<file path="src/rtl/id_ex_pipe_if.sv">
// id_ex_pipe_if: ID-side fields into, and EX-side registered copies out of, the ID/EX pipeline register
//   ID_* : decoded control, operands, funct and register addresses from ID
//   EX_* : registered copies of ID_*, plus EX_valid_o (0 = bubble)
//   flush_pending_o : a flush is latched and waiting for the stall to clear
//   bubble_cnt_o / stall_cnt_o : saturating performance counters
interface id_ex_pipe_if #(parameter int DATA_W = 32, parameter int CNT_W = 16);
  logic ID_RegWrite_i, ID_MemtoReg_i, ID_MemRead_i, ID_MemWrite_i, ID_ALUSrc_i;
  logic [1:0] ID_ALUOp_i;
  logic [DATA_W-1:0] ID_RS1data_i, ID_RS2data_i, ID_Imm_i;
  logic [9:0] ID_funct_i;
  logic [4:0] ID_RS1_i, ID_RS2_i, ID_Rd_i;
  logic EX_RegWrite_o, EX_MemtoReg_o, EX_MemRead_o, EX_MemWrite_o, EX_ALUSrc_o;
  logic [1:0] EX_ALUOp_o;
  logic [DATA_W-1:0] EX_RS1data_o, EX_RS2data_o, EX_Imm_o;
  logic [9:0] EX_funct_o;
  logic [4:0] EX_RS1_o, EX_RS2_o, EX_Rd_o;
  logic EX_valid_o, flush_pending_o;
  logic [CNT_W-1:0] bubble_cnt_o, stall_cnt_o;
  modport master (
    output ID_RegWrite_i, ID_MemtoReg_i, ID_MemRead_i, ID_MemWrite_i, ID_ALUSrc_i, ID_ALUOp_i,
           ID_RS1data_i, ID_RS2data_i, ID_Imm_i, ID_funct_i, ID_RS1_i, ID_RS2_i, ID_Rd_i,
    input  EX_RegWrite_o, EX_MemtoReg_o, EX_MemRead_o, EX_MemWrite_o, EX_ALUSrc_o, EX_ALUOp_o,
           EX_RS1data_o, EX_RS2data_o, EX_Imm_o, EX_funct_o, EX_RS1_o, EX_RS2_o, EX_Rd_o,
           EX_valid_o, flush_pending_o, bubble_cnt_o, stall_cnt_o
  );
  modport slave (
    input  ID_RegWrite_i, ID_MemtoReg_i, ID_MemRead_i, ID_MemWrite_i, ID_ALUSrc_i, ID_ALUOp_i,
           ID_RS1data_i, ID_RS2data_i, ID_Imm_i, ID_funct_i, ID_RS1_i, ID_RS2_i, ID_Rd_i,
    output EX_RegWrite_o, EX_MemtoReg_o, EX_MemRead_o, EX_MemWrite_o, EX_ALUSrc_o, EX_ALUOp_o,
           EX_RS1data_o, EX_RS2data_o, EX_Imm_o, EX_funct_o, EX_RS1_o, EX_RS2_o, EX_Rd_o,
           EX_valid_o, flush_pending_o, bubble_cnt_o, stall_cnt_o
  );
endinterface

</file>
<file path="src/rtl/id_ex_pipe_reg.sv">
// id_ex_pipe_reg: ID/EX pipeline register with stall hold, deferred flush-to-bubble and saturating counters
//   clk_i   : core clock, rising edge
//   rst_i   : asynchronous active-low reset, leaves a bubble in EX
//   stall_i : hold all EX fields
//   flush_i : load a bubble (deferred while stalled)
//   bus     : slave side of id_ex_pipe_if (ID_* in, EX_*/status/counters out)
module id_ex_pipe_reg #(
  parameter int DATA_W = 32,
  parameter int CNT_W = 16
) (
  input  logic clk_i,
  input  logic rst_i,
  input  logic stall_i,
  input  logic flush_i,
  id_ex_pipe_if.slave bus
);
  localparam int BW = 3 * DATA_W + 32;
  logic [BW-1:0] idFields, exFields;
  logic exValid, flushPending;
  logic [CNT_W-1:0] bubbleCnt, stallCnt;
  assign idFields = {bus.ID_RegWrite_i, bus.ID_MemtoReg_i, bus.ID_MemRead_i, bus.ID_MemWrite_i,
                     bus.ID_ALUSrc_i, bus.ID_ALUOp_i, bus.ID_RS1data_i, bus.ID_RS2data_i,
                     bus.ID_Imm_i, bus.ID_funct_i, bus.ID_RS1_i, bus.ID_RS2_i, bus.ID_Rd_i};
  // A bubble is all-zero, so RS1/RS2/Rd of 0 never match the forwarding unit's x0-gated compare
  always_ff @(posedge clk_i or negedge rst_i)
    if (!rst_i) begin
      exFields <= '0;
      exValid <= 1'b0;
      flushPending <= 1'b0;
      bubbleCnt <= '0;
      stallCnt <= '0;
    end else if (stall_i) begin
      flushPending <= flushPending | flush_i;
      stallCnt <= stallCnt + {{(CNT_W-1){1'b0}}, ~&stallCnt};
    end else if (flush_i | flushPending) begin
      exFields <= '0;
      exValid <= 1'b0;
      flushPending <= 1'b0;
      bubbleCnt <= bubbleCnt + {{(CNT_W-1){1'b0}}, ~&bubbleCnt};
    end else begin
      exFields <= idFields;
      exValid <= 1'b1;
    end
  assign {bus.EX_RegWrite_o, bus.EX_MemtoReg_o, bus.EX_MemRead_o, bus.EX_MemWrite_o,
          bus.EX_ALUSrc_o, bus.EX_ALUOp_o, bus.EX_RS1data_o, bus.EX_RS2data_o,
          bus.EX_Imm_o, bus.EX_funct_o, bus.EX_RS1_o, bus.EX_RS2_o, bus.EX_Rd_o} = exFields;
  assign bus.EX_valid_o = exValid;
  assign bus.flush_pending_o = flushPending;
  assign bus.bubble_cnt_o = bubbleCnt;
  assign bus.stall_cnt_o = stallCnt;
endmodule

</file>
<file path="src/flat_wrapper.sv">
// flat-port wrapper written by rule: the top's interface ports become plain ports
module id_ex_pipe_reg_flat 
#(
  parameter int DATA_W = 32,
  parameter int CNT_W = 16
)
  (clk_i, rst_i, stall_i, flush_i, bus_ID_RegWrite_i, bus_ID_MemtoReg_i, bus_ID_MemRead_i, bus_ID_MemWrite_i, bus_ID_ALUSrc_i, bus_ID_ALUOp_i, bus_ID_RS1data_i, bus_ID_RS2data_i, bus_ID_Imm_i, bus_ID_funct_i, bus_ID_RS1_i, bus_ID_RS2_i, bus_ID_Rd_i, bus_EX_RegWrite_o, bus_EX_MemtoReg_o, bus_EX_MemRead_o, bus_EX_MemWrite_o, bus_EX_ALUSrc_o, bus_EX_ALUOp_o, bus_EX_RS1data_o, bus_EX_RS2data_o, bus_EX_Imm_o, bus_EX_funct_o, bus_EX_RS1_o, bus_EX_RS2_o, bus_EX_Rd_o, bus_EX_valid_o, bus_flush_pending_o, bus_bubble_cnt_o, bus_stall_cnt_o);
  id_ex_pipe_if #(.DATA_W(DATA_W), .CNT_W(CNT_W)) bus_i ();
  input  logic clk_i;
  input  logic rst_i;
  input  logic stall_i;
  input  logic flush_i;
  input wire logic [$bits(bus_i.ID_RegWrite_i)-1:0] bus_ID_RegWrite_i;
  input wire logic [$bits(bus_i.ID_MemtoReg_i)-1:0] bus_ID_MemtoReg_i;
  input wire logic [$bits(bus_i.ID_MemRead_i)-1:0] bus_ID_MemRead_i;
  input wire logic [$bits(bus_i.ID_MemWrite_i)-1:0] bus_ID_MemWrite_i;
  input wire logic [$bits(bus_i.ID_ALUSrc_i)-1:0] bus_ID_ALUSrc_i;
  input wire logic [$bits(bus_i.ID_ALUOp_i)-1:0] bus_ID_ALUOp_i;
  input wire logic [$bits(bus_i.ID_RS1data_i)-1:0] bus_ID_RS1data_i;
  input wire logic [$bits(bus_i.ID_RS2data_i)-1:0] bus_ID_RS2data_i;
  input wire logic [$bits(bus_i.ID_Imm_i)-1:0] bus_ID_Imm_i;
  input wire logic [$bits(bus_i.ID_funct_i)-1:0] bus_ID_funct_i;
  input wire logic [$bits(bus_i.ID_RS1_i)-1:0] bus_ID_RS1_i;
  input wire logic [$bits(bus_i.ID_RS2_i)-1:0] bus_ID_RS2_i;
  input wire logic [$bits(bus_i.ID_Rd_i)-1:0] bus_ID_Rd_i;
  output wire logic [$bits(bus_i.EX_RegWrite_o)-1:0] bus_EX_RegWrite_o;
  output wire logic [$bits(bus_i.EX_MemtoReg_o)-1:0] bus_EX_MemtoReg_o;
  output wire logic [$bits(bus_i.EX_MemRead_o)-1:0] bus_EX_MemRead_o;
  output wire logic [$bits(bus_i.EX_MemWrite_o)-1:0] bus_EX_MemWrite_o;
  output wire logic [$bits(bus_i.EX_ALUSrc_o)-1:0] bus_EX_ALUSrc_o;
  output wire logic [$bits(bus_i.EX_ALUOp_o)-1:0] bus_EX_ALUOp_o;
  output wire logic [$bits(bus_i.EX_RS1data_o)-1:0] bus_EX_RS1data_o;
  output wire logic [$bits(bus_i.EX_RS2data_o)-1:0] bus_EX_RS2data_o;
  output wire logic [$bits(bus_i.EX_Imm_o)-1:0] bus_EX_Imm_o;
  output wire logic [$bits(bus_i.EX_funct_o)-1:0] bus_EX_funct_o;
  output wire logic [$bits(bus_i.EX_RS1_o)-1:0] bus_EX_RS1_o;
  output wire logic [$bits(bus_i.EX_RS2_o)-1:0] bus_EX_RS2_o;
  output wire logic [$bits(bus_i.EX_Rd_o)-1:0] bus_EX_Rd_o;
  output wire logic [$bits(bus_i.EX_valid_o)-1:0] bus_EX_valid_o;
  output wire logic [$bits(bus_i.flush_pending_o)-1:0] bus_flush_pending_o;
  output wire logic [$bits(bus_i.bubble_cnt_o)-1:0] bus_bubble_cnt_o;
  output wire logic [$bits(bus_i.stall_cnt_o)-1:0] bus_stall_cnt_o;
  assign bus_i.ID_RegWrite_i = bus_ID_RegWrite_i;
  assign bus_i.ID_MemtoReg_i = bus_ID_MemtoReg_i;
  assign bus_i.ID_MemRead_i = bus_ID_MemRead_i;
  assign bus_i.ID_MemWrite_i = bus_ID_MemWrite_i;
  assign bus_i.ID_ALUSrc_i = bus_ID_ALUSrc_i;
  assign bus_i.ID_ALUOp_i = bus_ID_ALUOp_i;
  assign bus_i.ID_RS1data_i = bus_ID_RS1data_i;
  assign bus_i.ID_RS2data_i = bus_ID_RS2data_i;
  assign bus_i.ID_Imm_i = bus_ID_Imm_i;
  assign bus_i.ID_funct_i = bus_ID_funct_i;
  assign bus_i.ID_RS1_i = bus_ID_RS1_i;
  assign bus_i.ID_RS2_i = bus_ID_RS2_i;
  assign bus_i.ID_Rd_i = bus_ID_Rd_i;
  assign bus_EX_RegWrite_o = bus_i.EX_RegWrite_o;
  assign bus_EX_MemtoReg_o = bus_i.EX_MemtoReg_o;
  assign bus_EX_MemRead_o = bus_i.EX_MemRead_o;
  assign bus_EX_MemWrite_o = bus_i.EX_MemWrite_o;
  assign bus_EX_ALUSrc_o = bus_i.EX_ALUSrc_o;
  assign bus_EX_ALUOp_o = bus_i.EX_ALUOp_o;
  assign bus_EX_RS1data_o = bus_i.EX_RS1data_o;
  assign bus_EX_RS2data_o = bus_i.EX_RS2data_o;
  assign bus_EX_Imm_o = bus_i.EX_Imm_o;
  assign bus_EX_funct_o = bus_i.EX_funct_o;
  assign bus_EX_RS1_o = bus_i.EX_RS1_o;
  assign bus_EX_RS2_o = bus_i.EX_RS2_o;
  assign bus_EX_Rd_o = bus_i.EX_Rd_o;
  assign bus_EX_valid_o = bus_i.EX_valid_o;
  assign bus_flush_pending_o = bus_i.flush_pending_o;
  assign bus_bubble_cnt_o = bus_i.bubble_cnt_o;
  assign bus_stall_cnt_o = bus_i.stall_cnt_o;
  id_ex_pipe_reg #(.DATA_W(DATA_W), .CNT_W(CNT_W)) u_core (.clk_i(clk_i), .rst_i(rst_i), .stall_i(stall_i), .flush_i(flush_i), .bus(bus_i));
endmodule
</file>
<file path="config.mk">
export PLATFORM = sky130hd
export DESIGN_NAME = id_ex_pipe_reg_flat
export DESIGN_NICKNAME = d
export VERILOG_FILES = /design/src/rtl/id_ex_pipe_if.sv /design/src/rtl/id_ex_pipe_reg.sv /design/src/flat_wrapper.sv
export SDC_FILE = /design/constraint.sdc
export NUM_CORES = 1
export LEC_CHECK = 0
export CORE_UTILIZATION = 41
export CTS_CLUSTER_SIZE = 14
export DETAILED_ROUTE_END_ITERATION = 8
export PLACE_DENSITY_LB_ADDON = 0.2
export SLEW_MARGIN = 5
export SYNTH_ARGS = -nofsm -noshare
export SYNTH_HDL_FRONTEND = slang
export SYNTH_SLANG_ARGS = --single-unit
</file>
<file path="constraint.sdc">
create_clock -name clk_i -period 2.41 [get_ports clk_i]
set_clock_uncertainty 0.05 [all_clocks]
set_input_delay 0.6025 -clock clk_i [delete_from_list [all_inputs] [get_ports clk_i]]
set_output_delay 0.6025 -clock clk_i [all_outputs]
set_load 0.02 [all_outputs]
</file>
-- Word-level counts from Yosys, hierarchy flattened
Cells that the tools add are included.
- register bits: 162
- $add $sub $neg: 2
- multiplexer cells: 4
- bitwise gates (word level): 2
- reduce and logical (&&, ||, !) cells: 6
- operators with widths (cell ; number):
    $mux W128 ; 1
    $add A16 B1 Y16 ; 2
    $reduce_and A16 Y1 ; 2
    $mux W1 ; 3
    $logic_not A1 Y1 ; 2
    $reduce_and A2 Y1 ; 1
    $reduce_bool A2 Y1 ; 1
    $not A1 Y1 ; 1
    $or A1 B1 Y1 ; 1

-- Depth between registers and ports, before layout
Gate-level depths: netlist (run 1).
- depth in word-level cells: 3
- gate-level depth with buffers: 10
- mapped depth without buffers: 9

-- Worst setup path after synthesis (run 1)
Ideal clock, no wire load.
- path kind: reg-to-reg
- start: register u_core.stallCnt[6], in the netlist u_core.bus.stall_cnt_o[6]
- end: register u_core.stallCnt[10], in the netlist u_core.bus.stall_cnt_o[10]
- library setup time: 134 ps
- arrival: 2205 ps
- required time: 2226 ps
- path slack: 21 ps
- cell stages (with the launch flop): 11
- path buffers: 1
- period minus slack after synthesis: 2389 ps
- cells stage by stage: dfrtp_1 -> and4_4 -> nand2_1 -> or3_1 -> ha_1 -> ha_1 -> nand2_1 -> or2_1 -> clkbuf_1 -> nor2_1 -> xor2_1
- word-level cells in the longest chain between the ends: 3
- RTL lines (what ; line ; source):
    from (decl) ; id_ex_pipe_reg.sv:20 ; logic [CNT_W-1:0] bubbleCnt, stallCnt;
    from (signal assigned) ; id_ex_pipe_reg.sv:34 ; stallCnt <= stallCnt + {{(CNT_W-1){1'b0}}, ~&stallCnt};
    $reduce_and A16 Y1 ; id_ex_pipe_reg.sv:34 ;
    $logic_not A1 Y1 ; id_ex_pipe_reg.sv:34 ;
    $add A16 B1 Y16 * ; id_ex_pipe_reg.sv:34 ;
Every way passes the cells marked *; elsewhere a longest branch is shown, timed or not.
A chain may end at the register's enable or synchronous reset.

-- Worst setup path in the final report (run 1)
- start: register u_core.stallCnt[8], in the netlist u_core.bus.stall_cnt_o[8]
- end: register u_core.stallCnt[10], in the netlist u_core.bus.stall_cnt_o[10]
The elaborated chain is that of the path after synthesis.

==> run_results.csv, run 1 <==
group,metric,value,unit
min_path,hold_path.class,"input pin to asynchronous set/reset pin",
finish,final_common_cell,"clkdlybuf4s50_1",
status,status,"completed",
cts,cts_root_buf,"clkbuf_16",
setup_path,cp.arrival,2490,ps
finish,multi_input_area,0.00184,mm²
finish,register_area,0.00405,mm²
finish,final_util,0.692,
grt,grt_max_degree,92,
pwr,leakage,4.31,nW
synth,ys_seq_area_frac,0.673,
setup_path,crit_fanout,5,
finish,finish.instance_area,0.00976,mm²
die,io_pins,294,
detailed_routing,highest_layer,"met4",
finish,nFillCells,1026,
sta,drv_slew,0,
placed_design,dp_hpwl,12300,µm
finish,layout.nets,852,
die,core_area,0.0141,mm²
synth,ys.warnings.count,0,
synth,syn_inst,423,
sta,timing.hold.ws,112,ps
setup_path,start_kind,"flip-flop",
cts,clock-sinks,162,
detailed_routing,drt-met1-wl,6900,µm
sta,post-route-min-period,2240,ps
setup_path,regToRegEndpoint,"u_core.bus.stall_cnt_o[10]$_DFFE_PN0P_",
setup_path,required,2660,ps
cts,cts_made_buffers,17,
sta,finalCritPeriodShare,0.930,
pwr,max-vdd-ir-drop,0.505,mV
setup_path,worst_setup_path_end_kind,"flip-flop",
cts,clk_pin_slew,60,ps
detailed_routing,drc,0,
die,die_h,123,µm
finish,most-common-layout-cells,"clkdlybuf4s50_1, dfrtp_1, a22o_1",
finish,drive_gt1_frac,0.0755,
die,die_area,0.0152,mm²
setup_path,startpoint,"u_core.bus.stall_cnt_o[8]$_DFFE_PN0P_",
grt,grt_usage,0.233,
synth,synth_nets,560,
detailed_routing,first_pass_iters,4,
sta,tightest_slew,782,ps
placed_design,gp_congestion,0.829,
synth,yosysUniqueCellTypes,29,
cts,clk_latency,420,ps
setup_path,endpoint,"u_core.bus.stall_cnt_o[10]$_DFFE_PN0P_",
sta,rsz0062_at_grt,"no",
finish,n_antenna_cell,0,
detailed_routing,via_per_inst,5.23,
setup_path,reg2reg_from,"u_core.bus.stall_cnt_o[8]$_DFFE_PN0P_",
sta,slew_headroom,0.479,
detailed_routing,wire_per_inst,19.2,µm
setup_path,setup.worst_path.class,"flip-flop to flip-flop",
detailed_routing,vias,4749,
grt,gr-total-overflow,0,
pwr,power_per_cell_area,771,mW/mm²
finish,area_delta_synth_final,62.0,%
die,rows,43,
die,start_util,0.427,
detailed_routing,antenna_left,0,
setup_path,rr_worst_depth,9,
synth,synth_seq_cells,162,
sta,hold_viol,0,
cts,postCtsSetupBuffers,0,
detailed_routing,drt_first_iter_violations,349,
detailed_routing,met3WireLength,1330,µm
sta,fmax,446,MHz
detailed_routing,wl_met2,8850,µm
synth,syn_area_per_cell,14.2,µm²
grt,grt_pass1_vias,4935,
sta,fin_tns_setup,0,ps
flow_run,maxCapViolations,0,
synth,syn_area,0.00602,mm²
cts,clockBufferDepth,2,
sta,setup_violations,0,
die,die_w,123,µm
placed_design,port_buffers,293,
grt,antenna_found_initial,0,
cts,htreeDepth,4,
cts,cts_tree,"done",
detailed_routing,totalWireLength,17400,µm
placed_design,placed_cell_area,0.00918,mm²
setup_path,rrSetupSlack,170,ps
grt,grt_pass1_wl,26500,µm
==> metal layers <==
layer  vias to the layer above  track usage
met5                         -            0
met4                         0       0.0798
li1                       2166            -
met3                        20       0.0886
met2                       204        0.387
met1                      2359        0.276
==> layout make-up <==
cell class,count,share of cell area
sequential,162,0.415
timing repair buffer,303,0.313
multi-input combinational,229,0.189
clock buffer,21,0.0482
tap,180,0.0231
clock inverter,11,0.0106
inverter,2,0.000769
==> critical path, cell delays in order (launching register included) <==
cell and delay, ps:
dfrtp_1 430, and4_4 270, nand2_1 100, or3_1 410, ha_1 230, ha_1 200, nand2_1 90, or2_4 160
nor2_1 50, xor2_1 140
==> state kept, by name, indices dropped and copies added, names as in the netlist <==
register,cells
u_core.exFields,128
u_core.bus.flush_pending_o,1
u_core.bus.bubble_cnt_o,16
u_core.bus.EX_valid_o,1
u_core.bus.stall_cnt_o,16
==> cell usage after synthesis <==
cell type	n	area (µm²)
and4_1	1	8.76
o21bai_1	1	7.51
or4_4	1	11.3
xnor2_2	1	16.3
ha_1	5	62.6
a22o_1	128	1120
mux2_2	4	45.0
xor2_1	10	87.6
nor2_1	12	45.0
nand3_1	8	40.0
or2_1	1	6.26
nor3_1	3	15.0
xnor2_1	17	149
nor4_2	1	12.5
clkbuf_1	22	82.6
buf_6	1	11.3
nor4_1	2	12.5
nand2_1	14	52.6
and4_4	1	11.3
buf_2	7	35.0
nor3_2	1	10.0
o21a_1	1	7.51
inv_1	2	7.51
or3_1	1	6.26
a21o_1	1	7.51
nand3_2	1	10.0
and3_1	2	12.5
dfrtp_1	162	4050
nand4_1	12	75.1
==> repair_timing <==
action | in CTS | in global routing
hold buffers | 0 | 0
gates resized for setup | 0 | 1
endpoints found under the setup margin | 0 | 4
==> worst min-delay path by stage <==
stage                                       from                           endpoint  slack (ps)  cells after the start
6_report                                   rst_i   u_core.exFields[107]$_DFFE_PN0N_         110                      1
5_1_grt                                    rst_i   u_core.exFields[107]$_DFFE_PN0N_         160                      1
4_1_cts                                    rst_i   u_core.exFields[102]$_DFFE_PN0N_         130                      1
3_5_place_dp   u_core.bus.EX_valid_o$_DFFE_PN0N_  u_core.bus.EX_valid_o$_DFFE_PN0N_         430                      1
3_3_place_gp   u_core.bus.EX_valid_o$_DFFE_PN0N_  u_core.bus.EX_valid_o$_DFFE_PN0N_         410                      1
2_1_floorplan                              rst_i  u_core.bus.EX_valid_o$_DFFE_PN0N_         260                      0
==> stage by stage <==
stage	std cells	total power [mW]	worst slack [ps]
floorplan	423	3.98	20.8
global placement	876	4.94	179
detailed placement	876	4.97	107
CTS	908	7.59	76.8
global route	908	7.84	20.2
finish	908	7.52	168
==> power breakdown <==
| group | internal, mW | leakage [nW] | total (mW) | switching [mW] |
|---|---|---|---|---|
| combinational | 0.887 | 1.89 | 1.67 | 0.784 |
| sequential | 2.99 | 2.15 | 3.25 | 0.264 |
| clock | 1.51 | 0.279 | 2.60 | 1.09 |
==> cell families (layout without fill, tap and decap cells) <==
family / count (synthesis) / count (layout) / synth area share
DFF: 162 / 162 / 0.673
AOI/OAI and AO/OA: 131 / 131 / 0.190
and+or+nand+nor: 61 / 61 / 0.0546
buffers and inverters: 32 / 337 / 0.0226
xor gates and xnor gates: 28 / 28 / 0.0420
adders and majority gates: 5 / 5 / 0.0104
muxes: 4 / 4 / 0.00748
Power figures use the tool's default switching activity.
==> run 2: changes to the inputs <==
- SETUP_SLACK_MARGIN: default -> 0.4
==> run_results.csv, run 2 (synthesized netlist as in run 1, its figures left out) <==
group,metric,value,unit
setup_path,start_kind,"flip-flop",
detailed_routing,drt_first_iter_violations,283,
sta,hold_viol,0,
grt,grt_usage,0.242,
grt,gr-total-overflow,0,
setup_path,required,2660,ps
sta,drv_slew,0,
finish,area_delta_synth_final,64.4,%
die,die_area,0.0152,mm²
detailed_routing,totalWireLength,18300,µm
sta,tightest_slew,918,ps
finish,n_antenna_cell,0,
finish,drive_gt1_frac,0.140,
detailed_routing,wire_per_inst,19.5,µm
detailed_routing,antenna_left,0,
grt,grt_pass1_wl,27000,µm
detailed_routing,vias,4908,
cts,htreeDepth,4,
die,die_w,123,µm
finish,final_util,0.702,
sta,rsz0062_at_grt,"yes",
grt,grt_pass1_vias,4979,
sta,fin_tns_setup,0,ps
pwr,max-vdd-ir-drop,0.527,mV
detailed_routing,drc,0,
placed_design,dp_hpwl,12500,µm
die,io_pins,294,
sta,setup_violations,0,
die,start_util,0.427,
min_path,hold_path.class,"input pin to asynchronous set/reset pin",
cts,cts_tree,"done",
detailed_routing,via_per_inst,5.21,
setup_path,setup.worst_path.class,"flip-flop to flip-flop",
pwr,leakage,5.07,nW
grt,antenna_found_initial,0,
finish,nFillCells,1035,
pwr,power_per_cell_area,767,mW/mm²
flow_run,maxCapViolations,0,
sta,finalCritPeriodShare,0.817,
detailed_routing,first_pass_iters,4,
finish,layout.nets,886,
setup_path,worst_setup_path_end_kind,"flip-flop",
finish,most-common-layout-cells,"dlygate4sd2_1, dfrtp_1, clkdlybuf4s50_1",
placed_design,gp_congestion,0.814,
cts,cts_root_buf,"clkbuf_16",
placed_design,port_buffers,293,
die,core_area,0.0141,mm²
setup_path,cp.arrival,2220,ps
finish,max_flop_register,"u_core.exFields",
cts,clock-sinks,162,
sta,post-route-min-period,1970,ps
cts,cts_made_buffers,17,
finish,largest_reg_flops,128,
sta,fmax,508,MHz
cts,clockBufferDepth,2,
die,rows,43,
cts,clk_pin_slew,60,ps
setup_path,crit_fanout,5,
die,die_h,123,µm
grt,grt_max_degree,91,
finish,final_common_cell,"dlygate4sd2_1",
cts,clk_latency,420,ps
status,status,"completed",
sta,slew_headroom,0.388,
[run 2: cell types whose count changed in the layout (fill, tap and decap cells not counted), sizes merged]
cell           before  now
buf                12   46
bufinv              1    2
clkbuf             21   24
clkdlybuf4s50     291  129
clkinv              7    2
clkinvlp            2    3
dlygate4sd2         0  162
[run 2: cell type report]
| type | instances | area (µm²) | area share |
|---|---|---|---|
| flip-flops and latches | 162 | 4070 | 0.411 |
| repair buffers | 337 | 3120 | 0.315 |
| multi-input cells | 229 | 1890 | 0.191 |
| clock buffers | 24 | 482 | 0.0487 |
| well taps | 180 | 225 | 0.0228 |
| clock inverters | 8 | 101 | 0.0102 |
| inverters | 2 | 7.51 | 0.000758 |
[run 2: path summary, 6_finish.rpt]
kind | cells past startpoint | slack (ps) | endpoint | from
worst max-delay path | 9 | 440 | u_core.bus.stall_cnt_o[8]$_DFFE_PN0P_ | u_core.bus.stall_cnt_o[8]$_DFFE_PN0P_
worst min-delay path | 1 | 70 | u_core.exFields[107]$_DFFE_PN0N_ | rst_i
worst max register to register | 9 | 440 | u_core.bus.stall_cnt_o[8]$_DFFE_PN0P_ | u_core.bus.stall_cnt_o[8]$_DFFE_PN0P_
worst min register to register | 1 | 420 | u_core.bus.EX_valid_o$_DFFE_PN0N_ | u_core.bus.EX_valid_o$_DFFE_PN0N_
max in group asynchronous | 2 | 1480 | u_core.bus.stall_cnt_o[2]$_DFFE_PN0P_ | rst_i
min in group clk_i | 1 | 420 | u_core.bus.EX_valid_o$_DFFE_PN0N_ | u_core.bus.EX_valid_o$_DFFE_PN0N_
[run 2: worst max-delay path, stage by stage (launching register included)]
cell     delay [ps]
dfrtp_2         390
and4_4          240
nand2_2          80
or3_4           360
ha_4            180
ha_4            150
nand2_2          60
or2_4           140
nor2_1           60
xor2_1          130
[run 2: per-layer routing]
layer / vias to the layer above / routed length [µm] / GRT usage / part of all wire
met5: - / 0 / 0 / 0
met4: 0 / 453 / 0.0873 / 0.025
met3: 37 / 1390 / 0.0904 / 0.076
met2: 219 / 9360 / 0.403 / 0.51
met1: 2416 / 7140 / 0.285 / 0.39
li1: 2236 / - / - / -
[run 2: through the flow]
stage | std cells | total power, mW | cell area [µm²] | worst slack (ps) | hold slack, ps
after CTS | 926 | 7.61 | 9770 | 402 | 91.0
after detailed placement | 876 | 5.01 | 9220 | 141 | 418
after floorplan | 423 | 4.01 | 6050 | 315 | 257
after global routing | 942 | 7.90 | 9900 | 308 | 98.9
after global placement | 876 | 4.97 | 9220 | 199 | 414
final | 942 | 7.59 | 9900 | 441 | 68.3
[run 2: timing repair]
action	CTS	global route
hold buffers	0	0
endpoints found under the setup margin	174	13
setup buffers	18	16
hold endpoints to repair	0	0
gates resized for setup	169	5
pin swaps	2	15
[run 2: power by group]
part           internal [mW]  switching, mW  total, mW
Combinational          0.822          0.889       1.71
Clock                   1.61           1.06       2.67
Sequential              2.99          0.214       3.20
